**src/rtl/axi_write_slave.sv**
```systemverilog
// AXI write-channel responder for a word-addressed SRAM port.
// Accepts one AW, the matching W burst, then returns a single B; one transaction at a time.
module axi_write_slave #(
    parameter int unsigned ADDR_W = 14,
    parameter int unsigned IDS_W  = 8
) (
    input  logic              clk,
    input  logic              rst,
    input  logic [IDS_W-1:0]  AWID,
    input  logic [31:0]       AWADDR,
    input  logic [3:0]        AWLEN,
    input  logic [2:0]        AWSIZE,
    input  logic [1:0]        AWBURST,
    input  logic              AWVALID,
    output logic              AWREADY,
    input  logic [31:0]       WDATA,
    input  logic [3:0]        WSTRB,
    input  logic              WLAST,
    input  logic              WVALID,
    output logic              WREADY,
    output logic [IDS_W-1:0]  BID,
    output logic [1:0]        BRESP,
    output logic              BVALID,
    input  logic              BREADY,
    output logic              mem_we,
    output logic [ADDR_W-1:0] mem_addr,
    output logic [3:0]        mem_wstrb,
    output logic [31:0]       mem_wdata
);

    typedef enum logic [1:0] {
        IDLE = 2'd0,
        DATA = 2'd1,
        RESP = 2'd2
    } state_t;

    state_t              state_q, state_d;
    logic [IDS_W-1:0]    id_q;
    logic [ADDR_W-1:0]   addr_q;
    logic [3:0]          len_q;
    logic [3:0]          cnt_q;
    logic                fixed_q;
    logic                err_q;

    logic aw_hs, w_hs, len_hit, last_beat;

    // Byte-offset and out-of-range address bits are intentionally ignored.
    logic unused_addr_bits;
    assign unused_addr_bits = ^{AWADDR[31:ADDR_W+2], AWADDR[1:0]};

    assign aw_hs     = AWVALID & AWREADY;
    assign w_hs      = WVALID & WREADY;
    assign len_hit   = (cnt_q == len_q);
    assign last_beat = WLAST | len_hit;

    always_ff @(posedge clk) begin
        if (rst) begin
            state_q <= IDLE;
            id_q    <= '0;
            addr_q  <= '0;
            len_q   <= '0;
            cnt_q   <= '0;
            fixed_q <= 1'b0;
            err_q   <= 1'b0;
        end else begin
            state_q <= state_d;
            if (aw_hs) begin
                id_q    <= AWID;
                addr_q  <= AWADDR[ADDR_W+1:2];
                len_q   <= AWLEN;
                fixed_q <= (AWBURST == 2'b00);
                cnt_q   <= '0;
                err_q   <= (AWSIZE != 3'b010);
            end
            if (w_hs) begin
                cnt_q <= cnt_q + 4'd1;
                if (!fixed_q) begin
                    addr_q <= addr_q + 1'b1;
                end
                // Terminating beat: WLAST and the beat count must agree.
                if (last_beat && (WLAST != len_hit)) begin
                    err_q <= 1'b1;
                end
            end
        end
    end

    always_comb begin
        state_d   = state_q;
        AWREADY   = 1'b0;
        WREADY    = 1'b0;
        BVALID    = 1'b0;
        mem_we    = 1'b0;
        BID       = '0;
        BRESP     = 2'b00;
        mem_addr  = '0;
        mem_wdata = WDATA;
        mem_wstrb = WSTRB;
        // Handshake outputs are forced low while rst is held so an abort is immediate.
        if (!rst) begin
            BID      = id_q;
            BRESP    = err_q ? 2'b10 : 2'b00;
            mem_addr = addr_q;
            unique case (state_q)
                IDLE: begin
                    AWREADY = 1'b1;
                    if (AWVALID) begin
                        state_d = DATA;
                    end
                end
                DATA: begin
                    WREADY = 1'b1;
                    mem_we = WVALID;
                    if (WVALID && last_beat) begin
                        state_d = RESP;
                    end
                end
                RESP: begin
                    BVALID = 1'b1;
                    if (BREADY) begin
                        state_d = IDLE;
                    end
                end
                default: state_d = IDLE;
            endcase
        end
    end

endmodule

```
**config.mk**
```make
export PLATFORM = sky130hd
export DESIGN_NAME = axi_write_slave
export DESIGN_NICKNAME = d
export VERILOG_FILES = /design/src/rtl/axi_write_slave.sv
export SDC_FILE = /design/constraint.sdc
export NUM_CORES = 1
export LEC_CHECK = 0
export BUFFER_PORTS_ARGS = -buffer_cell sky130_fd_sc_hd__buf_2
export CAP_MARGIN = 40
export CELL_PAD_IN_SITES_DETAIL_PLACEMENT = 1
export CELL_PAD_IN_SITES_GLOBAL_PLACEMENT = 1
export CORE_UTILIZATION = 29
export CTS_CLUSTER_SIZE = 20
export DETAILED_ROUTE_END_ITERATION = 16
export GPL_ROUTABILITY_DRIVEN = 0
export PLACE_DENSITY = 0.86
export SLEW_MARGIN = 20
export SYNTH_ARGS = -nofsm -noshare
export SYNTH_HDL_FRONTEND = slang
export SYNTH_SLANG_ARGS = --single-unit
```
**constraint.sdc**
```tcl
create_clock -name clk -period 3.1 [get_ports clk]
set_input_delay 0.465 -clock clk [delete_from_list [all_inputs] [get_ports clk]]
set_output_delay 0.465 -clock clk [all_outputs]
set_load 0.05 [all_outputs]
```
* After elaboration in Yosys (flattened, before gate mapping)
Cells that the tools add are included.
** Cells by class
- $add $sub $neg :: 2
- Equality and inequality tests :: 8
- Multiplexer cells :: 24
- Bitwise gates (word level) :: 3
- Reduce and logical (&&, ||, !) cells :: 6
** Operators by type and width (number)
- two-way mux 14 bit :: 4
- adder 14 x 1 -> 14 bit, second input constant :: 1
- two-way mux 1 bit :: 11
- two-way mux 2 bit :: 5
- two-way mux 4 bit :: 2
- two-way mux 8 bit :: 1
- != test 2 bit, second input constant :: 3
- case mux 2 bit (3 select lines) :: 1
- adder 4 x 1 -> 4 bit, second input constant :: 1
- equality test 4 bit :: 1
- zero test 2 bit :: 2
- != test 3 x 2 -> 1 bit, second input constant :: 1
- AND reduction 3 bit :: 1
- AND 1 bit :: 2
- equality test 2 x 1 -> 1 bit, second input constant :: 1
- equality test 2 bit, second input constant :: 1
- logical AND 1 bit :: 2
- nonzero test 2 bit :: 1
- != test 1 bit :: 1
- OR 1 bit :: 1
** Storage, ports and cells
- Bits in registers :: 34
- Bits of input ports :: 91
- Logic and storage cells :: 50

* Depth between registers and ports, before layout
Gate-level depths: netlist of run 1.
- Word-level depth :: 7
- Mapped depth :: 7
- Mapped depth without buffers :: 6

* Worst setup path after synthesis of run 1
Ideal clock, no wire load.
- Path kind :: input-to-output
- From :: in rst
- To :: out BVALID
- Data arrival time :: 2.182 ns
- Path slack :: 0.453 ns
- Stages on the path :: 4
- Path through :: buf_2 -> clkbuf_1 -> clkbuf_1 -> nor3b_1
** On the way
- Longest elaborated chain between the ends :: 1
** RTL lines
- from (decl) :: line 8 : input logic rst,
- two-way mux 1 bit :: line 100 : if (!rst) begin
- to (decl) :: line 23 : output logic BVALID,
Every way passes these cells.

* Worst setup path in the final report of run 1
- From :: reg state_q[0]
- To :: out mem_we
** On the way
- Longest elaborated chain between the ends :: 3
** RTL lines
- from (decl) :: line 37 : state_t state_q, state_d;
- from (signal assigned) :: line 66 : state_q <= state_d;
- equality test 2 x 1 -> 1 bit :: line 104 : unique case (state_q)
- two-way mux 1 bit :: line 104
- two-way mux 1 bit :: line 100
- to (decl) :: line 25 : output logic mem_we,
Every way passes these cells.

==> results of run 1 <==
-- cells by family after synthesis --
group           count (synthesis)  share of synthesized area, %
mux                             9                         4.918
simple gates                  110                         29.39
xor+xnor                        7                         2.975
compound gates                 33                         10.56
buf+inv                        54                         17.12
flops                          34                         33.03
fa+ha+maj                       3                         1.822
other cells                     1                        0.1820
-- tightest hold or removal path: cells and delay by family --
kind          cells  cell delay (ps)
buf+inv           1               80
simple gates      2               90
-- stage by stage --
step	cell area (um^2)	setup slack [ps]	utilization (%)	std cells
after floorplan	2061	452.7	-	251
after global placement	2191	849.6	32.07	364
after detailed placement	2191	790.7	32.07	364
after CTS	2273	855.7	33.28	370
after global routing	2273	746.1	33.28	370
final	2273	876.2	33.28	370
-- power breakdown --
part / total, mW / internal [mW] / switching (mW)
Sequential: 0.501 / 0.470 / 0.0307
Combinational: 0.230 / 0.0834 / 0.147
Clock: 0.331 / 0.171 / 0.159
Total: 1.06 / 0.725 / 0.337
-- placed cells by master (no fill, tap or decap), types with 4 or more instances in the layout --
cell / instances
inv_1: 4
nor2b_1: 22
buf_2: 63
nand3b_1: 4
a21oi_1: 9
nor2_1: 9
mux2_2: 9
o211ai_1: 8
a31oi_1: 4
nand3_1: 10
nand2_1: 35
nand4_1: 7
dfxtp_1: 34
and3_1: 4
clkbuf_8: 6
xnor2_1: 6
-- registers in the layout, indices dropped and copies added (netlist names) --
| register | cells |
|---|---|
| id_q | 8 |
| len_q | 4 |
| state_q | 2 |
| err_q | 1 |
| cnt_q | 4 |
| addr_q | 14 |
| fixed_q | 1 |
-- layout make-up --
cell class              count  area [um^2]  area share (%)
repair buffers             66        337.8           14.86
clock buffers               6        82.58           3.632
well taps                  96        120.1           5.283
inverters                   5        18.77          0.8255
multi-input cells         163         1033           45.46
flip-flops and latches     34        680.7           29.94
-- how the worst min path moves through the flow --
stage                            end  slack, ps  depth (start not counted)
2_1_floorplan   fixed_q$_SDFFE_PP0P_        460                          2
3_3_place_gp   len_q[0]$_SDFFE_PP0P_        470                          2
3_5_place_dp   len_q[3]$_SDFFE_PP0P_        490                          2
4_1_cts        len_q[0]$_SDFFE_PP0P_        360                          3
5_1_grt        len_q[0]$_SDFFE_PP0P_        370                          3
6_report       len_q[0]$_SDFFE_PP0P_        370                          3
-- routing by layer --
| metal | global-route usage (%) | share of wire [%] | vias to the layer above |
|---|---|---|---|
| met5 | 0 | 0 | - |
| met4 | 6.061 | 1.9 | 0 |
| met3 | 4.286 | 4.8 | 19 |
| met2 | 26.33 | 50 | 46 |
| met1 | 17.43 | 43 | 868 |
| li1 | - | - | 874 |
==> results.cfg, run 1 <==
[clock_network]
tritoncts = yes
cts_made_buffers = 5
h-tree-depth = 2
clk_latency_ps = 290
cts_buffer_depth = 2
clkSinkCount = 34
path_clk_slew_ps = 70
cts.repair.resized = 0
ctsHoldBuffers = 0
cts_setup_buffers = 0
clk_root_buffer_cell = clkbuf_8

[logic_synthesis]
async_flop_share_pct = 0
ys_seq_elements = 34
synthesis.area_um2 = 2061
synthMostInstantiatedCell = buf_4
synth_cell_type_count = 40
post_synth.cell_area_avg_um2 = 8.210
yosysWarningCount = 0
synth.top_cell.area_share_pct = 33.03
synth.top_cells.by_area = dfxtp_1 33%, buf_4 13%, nor2b_1 6.7%
synth.yosys.seq_area_share_pct = 33.03
yosys-top-cells-count = 37 x buf_4, 35 x nand2_1, 34 x dfxtp_1
synth_edf_count = 0
synth-main-ff-cell = dfxtp_1
syn_inst = 251
synth_nets = 345
synth.largest_area_cell = dfxtp_1

[detailed_routing]
antenna_left = 0
dr.pass1.iters = 4
vias = 1807
via_per_inst = 4.884
totalWireLength_um = 5354
first_iter_violations = 50
wl_per_cell_um = 14.47
drcViolationCount = 0

[grt]
antenna_found_initial = 0
grt_max_degree = 27
globalRouteTotalUtil_pct = 15.12
grt_pass1_wl_um = 8680
grt.overflow.total = 0
grt_pass1_vias = 1858

[setup_path]
crit_path_end_kind = primary output
startpoint_type = flip-flop
endpoint = mem_we
cp-startpoint = state_q[0]$_SDFFE_PP0P_
critPathMaxFanout = 8
critPathKind = flip-flop to primary output
reg2reg_to = addr_q[11]$_SDFF_PP0_
cp.depth = 4
worstPathCellList = nor3b_4, nand2_1, inv_2, buf_2
rr_worst_depth = 4
crit_arrival_ps = 1760
r2r_start = state_q[0]$_SDFFE_PP0P_
cp_top_family = simple AND/OR/NAND/NOR gates
rrSetupSlack_ps = 1160
crit_required_ps = 2630
crit_slowest_cell = dfxtp_1
max_stage_delay_ps = 480
cp_num_buf_inv = 2

[flow_run]
drv_cap = 0

[timing]
finalSetupViolations = 0
drv_slew = 0
min_period_ps = 2224
finalHoldViolations = 0
clock_skew_ps = 4.265
rsz0062_at_grt = no
period_share_pct = 71.73
max_freq_mhz = 449.7
relSlewSlack_pct = 51.89
setup-tns-final_ps = 0
hold_ws_ps = 369.9
max_slew.worst_pin.slew_ps = 721.7

[floorplan]
core_area_um2 = 6832
fp.dieH_um = 86.30
initial_core_util_pct = 30.16
die_w_um = 86.30
io_pins = 155
dieArea_um2 = 7447
fp-row-count = 30

[power_and_ir_drop]
peakVddDrop_mv = 0.1664
p_per_area_nw_per_um2 = 467.1
power_mw = 1.062
total_leakage_power_nw = 0.9929

[cells_and_area]
fin_nets = 369
antennaDiodeCount = 0
fillers = 864
drive_above_1_share_pct = 31.39
area.growth.synth_to_final_pct = 10.32

[hold_path]
worstHoldPathType = input port to flip-flop
min_from = AWLEN[0]

[placed_design]
port_buffers = 63
hpwlAfterDp_um = 3900

[run_status]
status = complete, no violations
No activity file was read; power rests on OpenSTA's default activity.
==> run 2, diff against run 1 <==
- CORE_UTILIZATION: 29 -> 27
- PLACE_DENSITY: 0.86 -> 0.81
- clock period: 3.1 -> 2.2 ns (I/O delays scaled with it)
==> run 2 against run 1 <==
Compared with the run above:
- clock power increased by 48%
- register-to-register slack got worse by 790 ps
- global-route usage fell by 1.2 points
- clock-buffer cell count is 1 higher
- via count down 1.1%
- highest routed layer unchanged
==> results.cfg, run 2 (synthesis results as in run 1) <==
[run_status]
status = complete, no violations

[detailed_routing]
drcViolationCount = 0
dr.pass1.iters = 4
antenna_left = 0
totalWireLength_um = 5310
first_iter_violations = 47
via_per_inst = 4.718
wl_per_cell_um = 14.01
vias = 1788

[floorplan]
initial_core_util_pct = 28.11
core_area_um2 = 7331
io_pins = 155
die_w_um = 89.37
dieArea_um2 = 7986
fp.dieH_um = 89.37
fp-row-count = 31

[clock_network]
tritoncts = yes
h-tree-depth = 2
cts_made_buffers = 5
clkSinkCount = 34
cts_buffer_depth = 2
path_clk_slew_ps = 70
clk_latency_ps = 280
clk_root_buffer_cell = clkbuf_8
ctsHoldBuffers = 0

[power_and_ir_drop]
intPower_mw = 1.039
switching_share_pct = 31.93
total_leakage_power_nw = 1.022
p_per_area_nw_per_um2 = 656.1
clkPwrFrac_pct = 32.0
power_mw = 1.526
p_switching_mw = 0.4872
pwr-share-seq_pct = 46.3
power_frac_comb_pct = 21.7
peakVddDrop_mv = 0.3082

[timing]
period_share_pct = 89.25
rsz0062_at_grt = no
relSlewSlack_pct = 60.42
setup_ws_ps = 236.4
setup-tns-final_ps = 0
min_period_ps = 1964
finalHoldViolations = 0
drv_slew = 0
max_freq_mhz = 509.3
finalSetupViolations = 0
clock_skew_ps = 6.344
max_slew.worst_pin.slew_ps = 593.6

[setup_path]
worstPathCellList = nor3b_4, nand2_1, inv_2, buf_2
critPathMaxFanout = 8
crit_required_ps = 1870
max_stage_delay_ps = 520
startpoint_type = flip-flop
critPathKind = flip-flop to primary output
crit_arrival_ps = 1630
crit_slowest_cell = dfxtp_1
crit_path_end_kind = primary output

[cells_and_area]
drive_above_1_share_pct = 33.21
top_register = addr_q
final_common_cell = buf_2
fin_nets = 373
area.growth.synth_to_final_pct = 12.87
layout_common_cells = 63 x buf_2, 35 x nand2_1, 34 x dfxtp_1
largest_reg_flops = 14
antennaDiodeCount = 0
top_regs = addr_q x14, id_q x8

[grt]
use_met3_pct = 3.878
grt_pass1_vias = 1755
grt-busiest-layer = met2
use_met2_pct = 23.66
met1_usage_pct = 16.87
grt_max_degree = 37
grt_pass1_wl_um = 8514
globalRouteTotalUtil_pct = 13.93
antenna_found_initial = 0
grt.overflow.total = 0

[hold_path]
worstHoldPathType = input port to flip-flop

[placed_design]
place_ws_ps = 370.6
port_buffers = 63
hpwlAfterDp_um = 3967

[flow_run]
drv_cap = 0
==> run 2: cell types whose count changed in the layout (fill, tap and decap cells not counted), sizes merged <==
cell    change
buf         +4
clkbuf      +1
clkinv      +1
==> run 2: final cells by class <==
cell class	instances	area, um^2
multi-input combinational	163	1044
sequential	34	680.7
clock buffer	7	86.33
clock inverter	1	5.005
tap	99	123.9
timing repair buffer	70	367.9
inverter	5	18.77
fill	911	5005
==> run 2: metrics by stage <==
step | cell area, um^2 | cells | hold slack, ps | utilization (%)
floorplan | 2071 | 251 | 429.0 | -
detailed placement | 2220 | 369 | 480.5 | 30.28
CTS | 2311 | 377 | 232.2 | 31.52
global route | 2326 | 379 | 238.0 | 31.73
global placement | 2220 | 369 | 476.4 | 30.28
finish | 2326 | 379 | 232.4 | 31.73
==> run 2: worst max-delay path, delay by kind of cell, from the launching register on <==
| kind | cells | cell delay [ps] |
|---|---|---|
| DFF | 1 | 520 |
| and+or+nand+nor | 2 | 430 |
| buffers and inverters | 2 | 390 |
==> run 2: power by group through the flow <==
stage / clock network [mW] / registers [mW] / logic [mW]
3_3_place_gp: 0 / 0.717 / 0.324
6_report: 0.489 / 0.707 / 0.331
4_1_cts: 0.505 / 0.707 / 0.331
3_5_place_dp: 0 / 0.721 / 0.330
2_1_floorplan: 0 / 0.705 / 0.418
5_1_grt: 0.527 / 0.713 / 0.362
==> run 2: worst paths after layout <==
kind | start | to | slack (ps) | cells past startpoint
setup reg to reg | state_q[0]$_SDFFE_PP0P_ | addr_q[12]$_SDFF_PP0_ | 370 | 5
hold reg to reg | len_q[2]$_SDFFE_PP0P_ | len_q[2]$_SDFFE_PP0P_ | 490 | 2
setup / recovery | state_q[0]$_SDFFE_PP0P_ | mem_we | 240 | 4
hold / removal | AWLEN[1] | len_q[1]$_SDFFE_PP0P_ | 230 | 3
==> run 2: what timing repair did <==
action | 4_1_cts | 5_1_grt
buffers inserted | 0 | 2
endpoints found under the setup margin | 0 | 1
gates resized for setup | 0 | 0
==> run 2: routing by layer <==
metal	wire length (um)	part of all wire, %
met1	2313	44
met2	2640	50
met3	284	5.3
met4	71	1.3
met5	0	0
==> run 3, diff against run 2 <==
- RECOVER_POWER: not set -> 50
==> run 3 against run 2 <==
Compared with the run above:
- cell area is 0.32% lower
- setup slack worse by 57 ps
- highest routed layer unchanged
- sequential share of layout area up 0.095 points
- fmax shrank 2.8%
- hold slack is essentially flat
- first-iteration DRC count down 11%
- die area unchanged
- critical path type unchanged
==> results.cfg, run 3 (synthesis results as in run 1) <==
[run_status]
status = complete, no violations

[power_and_ir_drop]
clkPwrFrac_pct = 32.1
p_per_area_nw_per_um2 = 657.4
switching_share_pct = 31.98
p_switching_mw = 0.4874
pwr-share-seq_pct = 46.4
peakVddDrop_mv = 0.3081
intPower_mw = 1.037
power_frac_comb_pct = 21.5
total_leakage_power_nw = 1.016

[detailed_routing]
vias = 1790
antenna_left = 0
dr.pass1.iters = 3
totalWireLength_um = 5312
drcViolationCount = 0
first_iter_violations = 42
wl_per_cell_um = 14.02
via_per_inst = 4.723

[cells_and_area]
layout_common_cells = 62 x buf_2, 35 x nand2_1, 34 x dfxtp_1
drive_above_1_share_pct = 32.14
top_regs = addr_q x14, id_q x8
fillers = 911
final_common_cell = buf_2
area.growth.synth_to_final_pct = 12.51
fin_area_um2 = 2318
fin_nets = 373
largest_reg_flops = 14
top_register = addr_q
antennaDiodeCount = 0
fin_cells = 379

[clock_network]
ctsHoldBuffers = 0
path_clk_slew_ps = 70
tritoncts = yes
clkSinkCount = 34
h-tree-depth = 2
cts_made_buffers = 5
clk_root_buffer_cell = clkbuf_8
cts_buffer_depth = 2
clk_latency_ps = 280

[placed_design]
dp.cells = 369
postPlaceCellArea_um2 = 2220
port_buffers = 63
hpwlAfterDp_um = 3967

[floorplan]
io_pins = 155
dieArea_um2 = 7986
fp.dieH_um = 89.37
initial_core_util_pct = 28.11
core_area_um2 = 7331
fp-row-count = 31
die_w_um = 89.37

[timing]
drv_slew = 0
rsz0062_at_grt = no
max_freq_mhz = 494.8
setup-tns-final_ps = 0
finalHoldViolations = 0
finalSetupViolations = 0
clock_skew_ps = 6.617
max_slew.worst_pin.slew_ps = 612.5
relSlewSlack_pct = 59.34
min_period_ps = 2021
period_share_pct = 91.86

[grt]
grt_pass1_vias = 1755
antenna_found_initial = 0
globalRouteTotalUtil_pct = 13.93
grt.overflow.total = 0
grt_pass1_wl_um = 8514
grt_max_degree = 37

[hold_path]
worstHoldPathType = input port to flip-flop
hold_path_end = len_q[1]$_SDFFE_PP0P_
hold_depth = 3
min_from = AWLEN[1]

[setup_path]
reg2reg_to = addr_q[12]$_SDFF_PP0_
critPathMaxFanout = 8
critPathKind = flip-flop to primary output
crit_path_end_kind = primary output
rr_worst_depth = 5
r2r_start = state_q[0]$_SDFFE_PP0P_
crit_required_ps = 1870
crit_arrival_ps = 1690
startpoint_type = flip-flop
rrSetupSlack_ps = 250

[flow_run]
drv_cap = 0
-- run 3: cell types whose count changed in the layout (fill, tap and decap cells not counted), sizes merged --
cell    before  now
clkbuf       7   10
buf         70   67
-- run 3: worst max-delay path by stage --
stage / startpoint / endpoint / slack [ps] / depth (start not counted)
global placement: rst / err_q$_SDFF_PP0_ / 410 / 5
finish: state_q[0]$_SDFFE_PP0P_ / mem_we / 180 / 4
CTS: state_q[0]$_SDFFE_PP0P_ / mem_we / 70 / 4
global route: state_q[0]$_SDFFE_PP0P_ / addr_q[12]$_SDFF_PP0_ / 80 / 5
detailed placement: state_q[0]$_SDFFE_PP0P_ / addr_q[12]$_SDFF_PP0_ / 370 / 4
floorplan: rst / cnt_q[3]$_SDFFE_PP0P_ / 90 / 7
-- run 3: stage by stage --
step	hold slack (ps)	setup WS [ps]	utilization, %	power [mW]
after floorplan	429.0	87.94	-	1.123
after global placement	476.4	407.6	30.28	1.041
after detailed placement	480.5	370.6	30.28	1.051
after CTS	232.2	65.70	31.52	1.542
after global routing	238.0	84.25	31.63	1.600
final	232.8	179.2	31.63	1.524
-- run 3: final cells by class --
class	count	area, um^2	area share, %
multi-input cells	163	1044	45.01
flip-flops and latches	34	680.7	29.36
repair buffers	70	360.3	15.54
well taps	99	123.9	5.343
clock buffers	7	86.33	3.724
inverters	5	18.77	0.8095
clock inverters	1	5.005	0.2159
-- run 3: worst max-delay path, stage by stage, from the launching register on --
cell     delay (ps)
dfxtp_1         530
nor3b_4         290
nand2_1         130
inv_1           160
buf_2           300
-- run 3: layer usage --
layer / vias to the layer above / track usage [%] / part of all wire, %
met5: - / 0 / 0
met4: 0 / 4.906 / 1.3
met3: 9 / 3.878 / 5.2
met2: 43 / 23.66 / 50
met1: 859 / 16.87 / 44
li1: 879 / - / -
-- run 3: power by group through the flow --
stage / registers [mW] / logic (mW) / clock network (mW)
after CTS: 0.707 / 0.331 / 0.505
after detailed placement: 0.721 / 0.330 / 0
after global placement: 0.717 / 0.324 / 0
final: 0.707 / 0.328 / 0.489
after global routing: 0.713 / 0.360 / 0.527
after floorplan: 0.705 / 0.418 / 0
-- run 3: what timing repair did --
item | CTS | global route
gates resized for setup | 0 | 0
hold endpoints to repair | 0 | 0
endpoints found under the setup margin | 0 | 1
setup buffers | 0 | 2
